**config.mk**
```make
export PLATFORM = sky130hd
export DESIGN_NAME = rr_sel_arbiter
export DESIGN_NICKNAME = d
export VERILOG_FILES = /design/src/rtl/rr_sel_arbiter.sv
export SDC_FILE = /design/constraint.sdc
export NUM_CORES = 1
export LEC_CHECK = 0
export BUFFER_PORTS_ARGS = -buffer_cell sky130_fd_sc_hd__buf_2
export CORE_MARGIN = 1.5
export CORE_UTILIZATION = 45
export DETAILED_ROUTE_END_ITERATION = 10
export GPL_ROUTABILITY_DRIVEN = 0
export PLACE_DENSITY = 0.69
export SLEW_MARGIN = 20
export SYNTH_ARGS = -nofsm -noshare
export SYNTH_HDL_FRONTEND = slang
export SYNTH_SLANG_ARGS = --single-unit
```
**constraint.sdc**
```tcl
create_clock -name clk -period 5.6 [get_ports clk]
set_clock_uncertainty 0.05 [all_clocks]
set_input_delay 1.12 -clock clk [delete_from_list [all_inputs] [get_ports clk]]
set_output_delay 1.12 -clock clk [all_outputs]
set_load 0.05 [all_outputs]
```
**src/rtl/rr_sel_arbiter.sv**
```systemverilog
// Round-robin arbiter producing a registered one-hot grant for a one-hot select mux.
// Define RR_SEL_ARBITER_TIMEOUT_EN to bound each grant to MAX_HOLD cycles.
module rr_sel_arbiter #(
    parameter int unsigned NUM_REQ  = 4,
    parameter int unsigned MAX_HOLD = 16
) (
    input  logic                       clk,
    input  logic                       reset_n,
    input  logic [NUM_REQ-1:0]         req_i,
    input  logic                       done_i,
    output logic [NUM_REQ-1:0]         gnt_o,
    output logic                       gnt_valid_o,
    output logic [$clog2(NUM_REQ)-1:0] gnt_idx_o,
    output logic                       timeout_o
);

    localparam int unsigned PW = $clog2(NUM_REQ);
    localparam logic [NUM_REQ-1:0] ONE = NUM_REQ'(1);

    if (NUM_REQ < 2 || MAX_HOLD < 2) begin : g_param_check
        $error("rr_sel_arbiter: NUM_REQ and MAX_HOLD must both be >= 2");
    end

    typedef enum logic {IDLE, GRANT} state_t;

    state_t               state, state_n;
    logic [PW-1:0]        ptr, ptr_n;
    logic [NUM_REQ-1:0]   gnt_n;
    logic [PW-1:0]        idx_n;
    logic                 valid_n;
    logic                 found;
    logic [PW-1:0]        win;
    logic                 load;
    logic                 forced;
    logic                 release_now;
    int unsigned          pos;

    // Rotating search: first set request at or above ptr, wrapping to 0.
    always_comb begin
        found = 1'b0;
        win   = '0;
        pos   = 0;
        for (int unsigned i = 0; i < NUM_REQ; i++) begin
            pos = 32'(ptr) + i;
            if (pos >= NUM_REQ) pos = pos - NUM_REQ;
            if (!found && req_i[PW'(pos)]) begin
                found = 1'b1;
                win   = PW'(pos);
            end
        end
    end

`ifdef RR_SEL_ARBITER_TIMEOUT_EN
    localparam int unsigned HW = $clog2(MAX_HOLD);
    logic [HW-1:0] hold;

    // Forced release only when nothing else would release this edge.
    assign forced = (state == GRANT) && (hold == HW'(MAX_HOLD - 1)) &&
                    !done_i && req_i[gnt_idx_o];

    always_ff @(posedge clk or negedge reset_n) begin
        if (!reset_n) begin
            hold      <= '0;
            timeout_o <= 1'b0;
        end else begin
            timeout_o <= forced;
            if (load || state_n == IDLE) hold <= '0;
            else                         hold <= hold + 1'b1;
        end
    end
`else
    assign forced    = 1'b0;
    assign timeout_o = 1'b0;
`endif

    assign release_now = done_i || !req_i[gnt_idx_o] || forced;

    always_comb begin
        state_n = state;
        ptr_n   = ptr;
        gnt_n   = gnt_o;
        idx_n   = gnt_idx_o;
        valid_n = gnt_valid_o;
        load    = 1'b0;
        case (state)
            IDLE: begin
                if (found) load = 1'b1;
            end
            GRANT: begin
                if (release_now) begin
                    if (found) begin
                        load = 1'b1;
                    end else begin
                        state_n = IDLE;
                        gnt_n   = '0;
                        idx_n   = '0;
                        valid_n = 1'b0;
                    end
                end
            end
            default: state_n = IDLE;
        endcase
        if (load) begin
            state_n = GRANT;
            gnt_n   = ONE << win;
            idx_n   = win;
            valid_n = 1'b1;
            ptr_n   = (win == PW'(NUM_REQ - 1)) ? '0 : win + 1'b1;
        end
    end

    always_ff @(posedge clk or negedge reset_n) begin
        if (!reset_n) begin
            state       <= IDLE;
            ptr         <= '0;
            gnt_o       <= '0;
            gnt_idx_o   <= '0;
            gnt_valid_o <= 1'b0;
        end else begin
            state       <= state_n;
            ptr         <= ptr_n;
            gnt_o       <= gnt_n;
            gnt_idx_o   <= idx_n;
            gnt_valid_o <= valid_n;
        end
    end

endmodule

```
==> impl_metrics.ini <==
[synth]
synth_top_family_by_area = compound AO/OA/AOI/OAI gates
yosys.area_share.adder = 0.07890
synth.avg_cell_area_um2 = 10.94
synth_nets = 69
synthSimpleGateAreaFrac = 0.07890
syn_inst = 58
ys_seq_area_frac = 0.3945
ys_types = 26
yosys_warnings = 0
ys_ff_latch = 10
synth_area_um2 = 634.4
synth_mux_area_frac = 0.1164
synthXorXnorAreaFrac = 0
synth_compound_area_frac = 0.2663

[layout]
final_layout_size_suffix_gt1_frac = 0.3425
area_growth_pct = 15.98
diodes = 0
final_nets = 85
fillerInstances = 123

[clock_tree]
clkLatencyLatePin_ns = 0.27
htreeDepth = 1
root_buffer = clkbuf_4
cts.path.max_buffers = 2
ctsHoldBuffers = 0
path_clk_slew_ns = 0.06
cts.sink_count = 10
numCtsBuffers = 3
tritoncts = yes
cts_setup_buffers = 0
postCtsResizedCells = 0

[hold_path]
hold_depth = 1
min_path_type = register to register

[flow_run]
max_cap_viol_count = 0

[sta]
setup_viol = 0
drv_slew = 0
post-route-period-util = 0.5120
worst_slew_pin_slew_ns = 0.5447
hold_viol = 0
slew_headroom = 0.6369
rsz0062_at_grt = no
period_needed_ns = 2.867
whs_ns = 0.4423
setup_tns_ns = 0
clock.fmax_mhz = 348.8

[critical_path]
crit_family = compound AO/OA/AOI/OAI gates
crit_cells = 8
critPathMaxStageDelay_ns = 0.49
critPathRequiredTime_ns = 5.71
cp_slowest_cell = a221oi_1
end_kind = register
path_cells = buf_2, a21bo_2, a221oi_1, inv_1, ha_1, mux2_4, a32o_1, a21o_1
critPathLaunchType = input pin
path_buf_inv = 2
arrival_ns = 2.98
path_class = input pin to register
crit_fanout = 6
worstRegToRegCells = 7

[floorplan]
die_x_um = 40.55
die_area_um2 = 1644
die_y_um = 40.55
pin_count = 15
rows = 13
coreArea_um2 = 1301
initial_utilization = 0.4875

[power]
p_leak_nw = 0.3933
power.density_nw_per_um2 = 563.3
vdd_drop_max_uv = 299.1

[detailed_routing]
drt_wl_total_mm = 1.181
vias_per_cell = 5.466
dr.pass1.iters = 3
wl_per_cell_um = 13.42
via_count = 481
drc_errors = 0
dr.first_iter.drc_count = 4
ant_nets = 0

[grt]
grt.total_usage = 0.1864
grt_pass1_vias = 420
grt_remaining_overflow = 0
antenna_found_initial = 0
grt_first_pass_wirelength_mm = 1.856
grt_max_degree = 11

[placement]
io_buffers = 13
dp_hpwl_um = 849.4

[outcome]
status = finished clean
-- logic make-up after synthesis --
logic type	after synthesis
compound gates	21
flops	10
simple gates	9
buf+inv	7
mux	6
fa+ha+maj	4
other cells	1
-- area by class of cell --
class,instances,area (µm²),share of cell area
Clock buffer,4,36.28,0.04932
Inverter,5,18.77,0.02551
Tap cell,15,18.77,0.02551
Sequential cell,10,250.2,0.3401
Timing Repair Buffer,13,65.06,0.08844
Multi-Input combinational cell,41,346.6,0.4711
-- routing by layer --
| layer | GRT usage | part of all wire | wire length [µm] | vias to the layer above |
|---|---|---|---|---|
| met1 | 0.2287 | 0.47 | 553 | 221 |
| met5 | 0 | 0 | 0 | - |
| met2 | 0.2817 | 0.44 | 523 | 14 |
| met3 | 0.03333 | 0.048 | 57 | 5 |
| li1 | - | - | - | 241 |
| met4 | 0.1500 | 0.040 | 47 | 0 |
-- power by group --
part / switching, mW / internal [mW]
registers: 0.0250 / 0.101
clock network: 0.0267 / 0.0395
logic: 0.142 / 0.0801
-- layout by cell type, fill, tap and decap left out, drive strengths merged, types with 3 or more instances in the layout --
cell type	netlist	routed
a21oi	3	3
nor2	4	4
inv	5	5
dfrtp	10	10
ha	4	4
mux2	5	5
o21ai	4	4
a22o	3	3
clkbuf	0	4
buf	2	13
-- sequential cells by signal, summed over array words and instances, names as in the netlist --
register and flops:
state 1, gnt_o 4, gnt_valid_o 1, ptr 2, gnt_idx_o 2
-- cell usage after synthesis, drive strengths merged --
cell	count	share of area
and3	1	0.0099
a221oi	1	0.014
a21oi	3	0.024
dfrtp	10	0.39
ha	4	0.079
nor2b	1	0.0099
nor2	4	0.024
o2bb2a	1	0.016
a22oi	1	0.034
nand2	1	0.0059
o21ai	4	0.032
buf	2	0.030
nor3b	1	0.012
or4	1	0.018
o21bai	1	0.012
a21bo	1	0.016
mux2i	1	0.016
a22o	3	0.041
inv	5	0.030
a32o	2	0.032
o21a	2	0.024
a21o	2	0.024
conb	1	0.0059
mux2	5	0.10
-- stage by stage --
step,cell area [µm²],power [mW],setup WS (ns),util,std cells
finish,735.7,0.4144,2.733,0.5654,88
detailed placement,699.4,0.3496,2.471,0.5375,84
global route,735.7,0.4439,2.651,0.5654,88
CTS,735.7,0.4190,2.754,0.5654,88
floorplan,634.4,0.3035,2.807,-,58
global placement,699.4,0.3459,2.513,0.5375,84
-- final timing paths --
path | startpoint | to | slack (ns)
setup / recovery | req_i[1] | gnt_o[2] | 2.73
hold / removal | state | gnt_valid_o | 0.44
setup reg to reg | ptr[1] | gnt_o[2] | 3.26
hold reg to reg | state | gnt_valid_o | 0.44
max in group asynchronous | reset_n | gnt_idx_o[0] | 4.66
min in group asynchronous | reset_n | gnt_o[3] | 0.64
Note: power is estimated with default switching activity, not from simulation.
